File: config.mk
export PLATFORM = sky130hd
export DESIGN_NAME = board_io_stepper
export DESIGN_NICKNAME = d
export VERILOG_FILES = /design/src/rtl/board_io_stepper_pkg.sv /design/src/rtl/board_io_stepper_btn_debounce.sv /design/src/rtl/board_io_stepper.sv
export SDC_FILE = /design/constraint.sdc
export NUM_CORES = 1
export LEC_CHECK = 0
export BUFFER_PORTS_ARGS = -buffer_cell sky130_fd_sc_hd__buf_4
export CORE_UTILIZATION = 50
export CTS_CLUSTER_SIZE = 40
export DETAILED_ROUTE_END_ITERATION = 10
export PLACE_DENSITY = 0.86
export SYNTH_ARGS = -nofsm -noshare
export SYNTH_HDL_FRONTEND = slang
export SYNTH_SLANG_ARGS = --single-unit
File: constraint.sdc
create_clock -name CLK -period 2.5 [get_ports CLK]
set_input_delay 0.5 -clock CLK [delete_from_list [all_inputs] [get_ports CLK]]
set_output_delay 0.5 -clock CLK [all_outputs]
set_load 0.05 [all_outputs]
File: src/rtl/board_io_stepper_pkg.sv
// Shared constants for the board I/O stepper: active-low seven-segment codes
// and display source selections.
package board_io_stepper_pkg;

  localparam logic [6:0] SEG_0     = 7'h40;
  localparam logic [6:0] SEG_1     = 7'h79;
  localparam logic [6:0] SEG_2     = 7'h24;
  localparam logic [6:0] SEG_3     = 7'h30;
  localparam logic [6:0] SEG_4     = 7'h19;
  localparam logic [6:0] SEG_5     = 7'h12;
  localparam logic [6:0] SEG_6     = 7'h02;
  localparam logic [6:0] SEG_7     = 7'h78;
  localparam logic [6:0] SEG_8     = 7'h00;
  localparam logic [6:0] SEG_9     = 7'h10;
  localparam logic [6:0] SEG_A     = 7'h08;
  localparam logic [6:0] SEG_B     = 7'h03;
  localparam logic [6:0] SEG_C     = 7'h46;
  localparam logic [6:0] SEG_D     = 7'h21;
  localparam logic [6:0] SEG_E     = 7'h06;
  localparam logic [6:0] SEG_F     = 7'h0E;
  localparam logic [6:0] SEG_BLANK = 7'h7F;

  typedef enum logic [1:0] {
    SEL_SIGN1 = 2'd0,
    SEL_SIGN2 = 2'd1,
    SEL_SIGN3 = 2'd2,
    SEL_SIGN4 = 2'd3
  } sel_e;

  function automatic logic [6:0] hex_to_seg(input logic [3:0] nib);
    logic [6:0] s;
    case (nib)
      4'h0: s = SEG_0;
      4'h1: s = SEG_1;
      4'h2: s = SEG_2;
      4'h3: s = SEG_3;
      4'h4: s = SEG_4;
      4'h5: s = SEG_5;
      4'h6: s = SEG_6;
      4'h7: s = SEG_7;
      4'h8: s = SEG_8;
      4'h9: s = SEG_9;
      4'hA: s = SEG_A;
      4'hB: s = SEG_B;
      4'hC: s = SEG_C;
      4'hD: s = SEG_D;
      4'hE: s = SEG_E;
      default: s = SEG_F;
    endcase
    return s;
  endfunction

endpackage

File: src/rtl/board_io_stepper_btn_debounce.sv
// Button synchroniser and debouncer: a level change is accepted only after the
// synchronised input has differed from the current level for DEBOUNCE_CYCLES cycles.
module btn_debounce #(
  parameter logic [19:0] DEBOUNCE_CYCLES = 20'd1000000
) (
  input  logic clk_i,
  input  logic rst_ni,
  input  logic btn_i,
  output logic level_o,
  output logic rise_o
);

  logic        sync1_q, sync2_q;
  logic        level_q, level_d;
  logic        rise_q, rise_d;
  logic [19:0] cnt_q, cnt_d;

  always_comb begin
    level_d = level_q;
    rise_d  = 1'b0;
    cnt_d   = 20'd0;
    if (sync2_q != level_q) begin
      if (cnt_q == DEBOUNCE_CYCLES - 20'd1) begin
        level_d = sync2_q;
        rise_d  = sync2_q;
      end else begin
        cnt_d = cnt_q + 20'd1;
      end
    end
  end

  always_ff @(posedge clk_i) begin
    if (!rst_ni) begin
      sync1_q <= 1'b0;
      sync2_q <= 1'b0;
      level_q <= 1'b0;
      rise_q  <= 1'b0;
      cnt_q   <= 20'd0;
    end else begin
      sync1_q <= btn_i;
      sync2_q <= sync1_q;
      level_q <= level_d;
      rise_q  <= rise_d;
      cnt_q   <= cnt_d;
    end
  end

  assign level_o = level_q;
  assign rise_o  = rise_q;

endmodule

File: src/rtl/board_io_stepper.sv
// Board companion for the multi-cycle CPU: debounced single-step clock pulses
// and a 4-digit hex display of one of four debug words.
module board_io_stepper
  import board_io_stepper_pkg::*;
#(
  parameter logic [19:0] DEBOUNCE_CYCLES = 20'd1000000,
  parameter logic [7:0]  PULSE_CYCLES    = 8'd8,
  parameter logic [16:0] SCAN_DIV        = 17'd100000
) (
  input  logic        CLK,
  input  logic        Reset,
  input  logic        btn_step,
  input  logic [1:0]  sw_sel,
  input  logic [15:0] sign1,
  input  logic [15:0] sign2,
  input  logic [15:0] sign3,
  input  logic [15:0] sign4,
  output logic        cpu_clk,
  output logic [3:0]  an,
  output logic [6:0]  seg,
  output logic        dp
);

  typedef enum logic {P_IDLE, P_LOW} pulse_e;

  logic        btn_level, btn_rise;
  pulse_e      pstate_q;
  logic [7:0]  pcnt_q;
  logic        cpu_clk_q;
  logic [16:0] scan_q, scan_d;
  logic [1:0]  idx_q, idx_d;
  logic [15:0] word_q, word_d;
  logic [15:0] sel_word;
  logic [3:0]  an_q;
  logic [6:0]  seg_q;

  btn_debounce #(.DEBOUNCE_CYCLES(DEBOUNCE_CYCLES)) u_debounce (
    .clk_i  (CLK),
    .rst_ni (Reset),
    .btn_i  (btn_step),
    .level_o(btn_level),
    .rise_o (btn_rise)
  );

  // Presses during an active pulse are dropped, not queued.
  always_ff @(posedge CLK) begin
    if (!Reset) begin
      pstate_q  <= P_IDLE;
      pcnt_q    <= 8'd0;
      cpu_clk_q <= 1'b1;
    end else begin
      case (pstate_q)
        P_IDLE: if (btn_rise && btn_level) begin
          pstate_q  <= P_LOW;
          pcnt_q    <= PULSE_CYCLES - 8'd1;
          cpu_clk_q <= 1'b0;
        end
        default: if (pcnt_q == 8'd0) begin
          pstate_q  <= P_IDLE;
          cpu_clk_q <= 1'b1;
        end else begin
          pcnt_q <= pcnt_q - 8'd1;
        end
      endcase
    end
  end

  always_comb begin
    case (sel_e'(sw_sel))
      SEL_SIGN1: sel_word = sign1;
      SEL_SIGN2: sel_word = sign2;
      SEL_SIGN3: sel_word = sign3;
      default:   sel_word = sign4;
    endcase
  end

  // The displayed word only changes at a frame boundary so a frame never tears.
  always_comb begin
    scan_d = scan_q + 17'd1;
    idx_d  = idx_q;
    word_d = word_q;
    if (scan_q == SCAN_DIV - 17'd1) begin
      scan_d = 17'd0;
      idx_d  = idx_q + 2'd1;
      if (idx_q == 2'd3) word_d = sel_word;
    end
  end

  always_ff @(posedge CLK) begin
    if (!Reset) begin
      scan_q <= 17'd0;
      idx_q  <= 2'd0;
      word_q <= 16'h0000;
      an_q   <= 4'hF;
      seg_q  <= SEG_BLANK;
    end else begin
      scan_q <= scan_d;
      idx_q  <= idx_d;
      word_q <= word_d;
      an_q   <= ~(4'b0001 << idx_q);
      seg_q  <= hex_to_seg(word_q[{idx_q, 2'b00} +: 4]);
    end
  end

  assign cpu_clk = cpu_clk_q;
  assign an      = an_q;
  assign seg     = seg_q;
  assign dp      = 1'b1;

endmodule
-- After elaboration in Yosys (flattened, before gate mapping)
Memories as Yosys holds them, arrays and structs flattened. A register that Yosys moved wholly into a read port is not among the register bits.
Cells that the tools add are included.
- $add $sub $neg: 4
- eq/ne operators: 8
- shift-type cells: 2
- mux-type cells: 10
- bitwise operators: 3
- reduce and logical (&&, ||, !) cells: 12
- operators by type and width (operator ; count):
    one-hot mux 16 bit (3 select lines) ; 1
    2-to-1 mux 8 bit ; 3
    adder 20 x 1 -> 20 bit (second input constant) ; 1
    == test 20 bit (second input constant) ; 1
    adder 17 x 1 -> 17 bit (second input constant) ; 1
    == test 17 bit (second input constant) ; 1
    indexed part select 16 x 5 -> 4 bit ; 1
    logical NOT 8 bit ; 1
    AND reduction 2 bit ; 4
    subtractor 8 x 1 -> 8 bit (second input constant) ; 1
    2-to-1 mux 1 bit ; 6
    == test 2 bit (second input constant) ; 2
    inverter 4 bit ; 1
    left shift 1 x 2 -> 4 bit (first input constant) ; 1
    AND reduction 3 bit ; 1
    OR reduction 3 bit ; 1
    adder 2 x 1 -> 2 bit (second input constant) ; 1
    == test 2 x 1 -> 1 bit (second input constant) ; 1
    logical NOT 2 bit ; 1
    != test 2 x 1 -> 1 bit (second input constant) ; 1
    != test 2 bit (second input constant) ; 1
    inverter 1 bit ; 2
    nonzero test 2 bit ; 1
    OR reduction 2 bit ; 1
    other kinds (3) ; 3
- register bits: 73
- ROM bits: 112
- input port bits: 69
- output and inout port bits: 13
- logic and storage cells: 52
- memories kept: 1
- memories (name ; depth ; width ; read ports ; clocked after memory_dff ; write ports ; RTL line ; text):
    (no name shown) ; 16 ; 7 ; 1 ; 1 ; 0 ; board_io_stepper_pkg.sv:32 ; case (nib)

-- Depth between registers and ports, before layout
- depth in word-level cells: 3
- mapped depth: 7
- depth with buffers taken out: 6

-- Modules after synthesis
Synthesis repeated with hierarchy kept, for this count alone.
- cell total of the unflattened synthesis: 420
- area, all modules: 4095.2 µm²
- modules (own cells, without submodules) (module ; times used ; cells an instance ; area each (µm²) ; seq. area each (µm²)):
    board_io_stepper ; 1 ; 306 ; 3040.4 ; 1121.1
    btn_debounce ; 1 ; 114 ; 1054.8 ; 480.5

-- Worst setup path before layout
No wires, ideal clock.
- kind: reg2reg
- start point: register pcnt_q[0]
- end point: register pcnt_q[2]
- library setup time: 0.116 ns
- arrival time: 1.762 ns
- data required time: 2.385 ns
- slack: 0.622 ns
- cell stages (with the launch flop): 8
- path buffers: 1
- clock period less this slack: 1.878 ns
- cell sequence: dfxtp_1 -> inv_1 -> ha_1 -> or4b_1 -> buf_2 -> o21a_4 -> a211o_1 -> and3_1
- word-level cells in the longest chain between the ends: 3
- elaborated cells between the ends (all ways): 6
- ends and longest elaborated chain (element ; RTL line ; text):
    start: declaration ; board_io_stepper.sv:28 ; logic [7:0] pcnt_q;
    start signal: assignment ; board_io_stepper.sv:55 ; pcnt_q <= PULSE_CYCLES - 8'd1;
    start signal: assignment ; board_io_stepper.sv:62 ; pcnt_q <= pcnt_q - 8'd1;
    subtractor 8 x 1 -> 8 bit / logical NOT 8 bit (equally long branches) ; board_io_stepper.sv:62, board_io_stepper.sv:58 ;
    2-to-1 mux 8 bit / != test 2 bit (equally long branches) ; n/a ;
    2-to-1 mux 8 bit / AND reduction 2 bit (equally long branches) ; n/a ;
Parallel ways exist; a longest one is shown, timed or not. The select of a mux whose other input is x is not followed.
A chain may end at the register's enable or synchronous reset.

-- Final worst setup path
- start point: register idx_q[0]
- end point: register seg_q[5], in the netlist seg[5]
- word-level cells in the longest chain between the ends: 1
- ends and longest elaborated chain (element ; RTL line ; text):
    start: declaration ; board_io_stepper.sv:31 ; logic [1:0] idx_q, idx_d;
    start signal: assignment ; board_io_stepper.sv:98 ; idx_q <= idx_d;
    indexed part select 16 x 5 -> 4 bit ; board_io_stepper.sv:101 ; seg_q <= hex_to_seg(word_q[{idx_q, 2'b00} +: 4]);
    end: declaration ; board_io_stepper.sv:35 ; logic [6:0] seg_q;
Every way passes these cells.

==> results.md <==
- DR iter-0 viols: 143
- Setup bufs post-CTS: 0
- Crit path cell chain: mux4_2, ha_1, mux2_2, nand2_1, o311ai_1
- WL met1: 3.571 mm
- Fin. Hold Viols: 0
- Area Growth Syn to Fin: 21.23%
- Multi-input combinational cell area: 2291 um2
- Hold_ws: 0.3683 ns
- Final cycle utilization of the critical path: 83.84%
- Cell variety after synth: 55
- Vias: 3,327
- CTS resizes: 0
- Startpoint types: flop
- Tot GR Track Use: 21.22%
- Die X: 92.39 um
- Uppermost layer routed: met4
- Setup CP Type: flop to flop
- Synth area leaders: dfxtp_1 (39%), mux4_2 (11%), nand2_1 (5.0%)
- Slew Viols, Final: 0
- Critical path data required time: 2.70 ns
- Mapped Area: 4085 um2
- Fill count: 633
- CTS tree: built
- CTS Hold Buffers Added: 0
- Max Fclk: 477.1 MHz
- Area fraction of the dominant cell type after synthesis: 39.20%
- Metal3 WL: 415 um
- Largest net degree at the start of global routing: 64
- Clock root buffer: clkbuf_8
- Post-placement cell count: 580
- Layout Cells excl Fill: 596
- Share of layout cells above drive strength 1: 25.91%
- Fraction of registers with async set/reset: 0%
- Router iterations before antenna repair: 4
- Gpl congestion: 0.8803
- Final HPWL DP: 6.173 mm
- Clock sink count: 80
- Num rows: 32
- CTS Buffer Depth: 2
- CTS buffer count: 9
- Max cap viols: 0
- Worst-path clk slew: 0.08 ns
- Final #Nets: 571
- Via density per instance: 5.582
- Die Area: 8536 um2
- Yosys warning count: 0
- Initial Util: 52.32%
- Vias in the first global route: 3,321
- CP arrival: 2.30 ns
- CP max stage delay: 0.64 ns
- Unrepaired setup endpoints after global routing: false
- Number of synthesized flops with an enable pin: 0
- DR WL/cell: 14.27 um
- Period minus WS final: 2.096 ns
- Main synth FF type: dfxtp_1
- LEAKAGE: 2.025 nW
- Worst-path maximum fanout: 8
- Synth Instances: 422
- Clock Latency Late Sink: 0.35 ns
- Reg area: 1602 um2
- Design Power: 0.002757 W
- Post-Syn Nets: 504
- H-tree levels: 3
- Setup violations, final: 0
- First-pass GRT wire length: 14.43 mm
- Min-Delay Path Class: primary input to flop
- Syn_area_per_cell: 9.680 um2
- Initial antenna violation count: 0
- CP Capture Type: flop
- Die Y: 92.39 um
- Met2 routed WL: 4.338 mm
- I/O pins: 82
- Core area: 7807 um2
- Final global-route overflow total: 0
- Setup TNS: 0 ns
- Clock skew: 0.009555 ns
- CP max-delay cell: mux4_2
- Sequential area share after synthesis: 39.20%
- PD cells: 556.8 nW/um2
- IO buf count: 80
- Worst-Margin Slew: 0.8625 ns
- DRC viols: 0
- Post-synthesis register bit count: 80
- Ant. Diodes: 0
- Max transition margin: 42.50%
- Outcome: finished, final reports clean
- Synth area leader: dfxtp_1
- Routed WL: 8.502 mm
- Worst vdd ir: 0.3480 mV
- ANT nets after route: 0
worst max-delay path, delay by kind of cell, from the launching register on:
kind	cells	cell delay (ns)
DFF	1	0.58
muxes	2	0.92
and+or+nand+nor	1	0.07
adders and majority gates	1	0.28
AOI/OAI and AO/OA	1	0.09
layout make-up:
cell class                      count  share of cell area, %
Inverter                           15                  1.137
Sequential cell                    80                  32.34
Clock buffer                       10                  2.779
Tap cell                          102                  2.577
Clock inverter                      6                  2.628
Multi-Input combinational cell    302                  46.26
Timing Repair Buffer               81                  12.28
metal layers:
metal / GRT usage, % / up-vias
li1: - / 1637
met1: 24.54 / 1561
met2: 37.78 / 114
met3: 4.680 / 15
met4: 8.594 / 0
met5: 0 / -
state kept, by name, summed over array words and instances (netlist names):
signal / flops
an: 4
cpu_clk: 1
idx_q: 2
pcnt_q: 8
pstate_q: 1
scan_q: 17
seg: 7
u_debounce.cnt_q: 20
u_debounce.level_o: 1
u_debounce.rise_o: 1
u_debounce.sync1_q: 1
u_debounce.sync2_q: 1
word_q: 16
per-stage QoR:
step | instance area (um2) | setup slack [ns] | utilization [%]
6_report | 4952 | 0.4040 | 63.43
5_1_grt | 4952 | 0.2886 | 63.43
4_1_cts | 4952 | 0.4107 | 63.43
3_5_place_dp | 4684 | 0.4387 | 60.00
3_3_place_gp | 4684 | 0.5149 | 60.00
2_1_floorplan | 4085 | 0.6224 | -
cell usage after synthesis (all sizes together) (2+ instances only):
cell type and number:
a21boi 4, a21oi 15, and2 9, and3 8
and4 3, and4bb 2, buf 10, clkbuf 15
dfxtp 80, ha 13, inv 15, mux2i 20
mux4 20, nand2 54, nand2b 2, nand3 17
nand4 15, nor2 29, nor4b 5, o211ai 4
o21a 2, o21ai 13, o221ai 2, o311ai 2
o31ai 6, or2 3, or3 10, or4 6
xnor2 4, xor2 20
cells by family after synthesis:
kind of cell / Yosys count / synth area share, %
XOR/XNOR: 24 / 5.145
multiplexers: 41 / 16.20
AO/OA/AOI/OAI: 53 / 8.454
flip-flops: 80 / 39.20
AND/OR/NAND/NOR: 170 / 22.20
adder cells (fa/ha/maj): 13 / 3.982
buffers and inverters: 40 / 4.716
other: 1 / 0.09180
path summary, 6_finish.rpt:
| kind | start | end | slack (ns) | depth (start not counted) |
|---|---|---|---|---|
| worst min-delay path | btn_step | u_debounce.sync1_q$_SDFF_PN0_ | 0.37 | 2 |
| worst max register to register | idx_q[0]$_SDFFE_PN0P_ | seg[5]$_SDFF_PN1_ | 0.40 | 5 |
| worst min register to register | u_debounce.sync1_q$_SDFF_PN0_ | u_debounce.sync2_q$_SDFF_PN0_ | 0.44 | 1 |
| worst max-delay path | idx_q[0]$_SDFFE_PN0P_ | seg[5]$_SDFF_PN1_ | 0.40 | 5 |
cells in the final DEF, fill, tap and decap left out, types with 4 or more instances in the layout:
| master | instances |
|---|---|
| a21boi_0 | 4 |
| a21oi_1 | 15 |
| and2_1 | 9 |
| and3_1 | 8 |
| buf_4 | 81 |
| bufinv_16 | 4 |
| clkbuf_8 | 10 |
| dfxtp_1 | 80 |
| ha_1 | 13 |
| inv_1 | 15 |
| mux2i_1 | 20 |
| mux4_2 | 20 |
| nand2_1 | 54 |
| nand3_1 | 17 |
| nand4_1 | 13 |
| nor2_1 | 29 |
| nor4b_1 | 4 |
| o211ai_1 | 4 |
| o21ai_0 | 12 |
| o31ai_1 | 6 |
| or3_1 | 9 |
| or4_1 | 6 |
| xnor2_1 | 4 |
| xor2_1 | 20 |
power by group:
| group | total, W | switching (W) | internal (W) |
|---|---|---|---|
| Combinational | 0.000219 | 0.0000917 | 0.000127 |
| Clock | 0.00125 | 0.000459 | 0.000788 |
| Sequential | 0.00129 | 0.00000568 | 0.00129 |
| Total | 0.00276 | 0.000557 | 0.00220 |
Note: power is estimated with default switching activity, not from simulation.
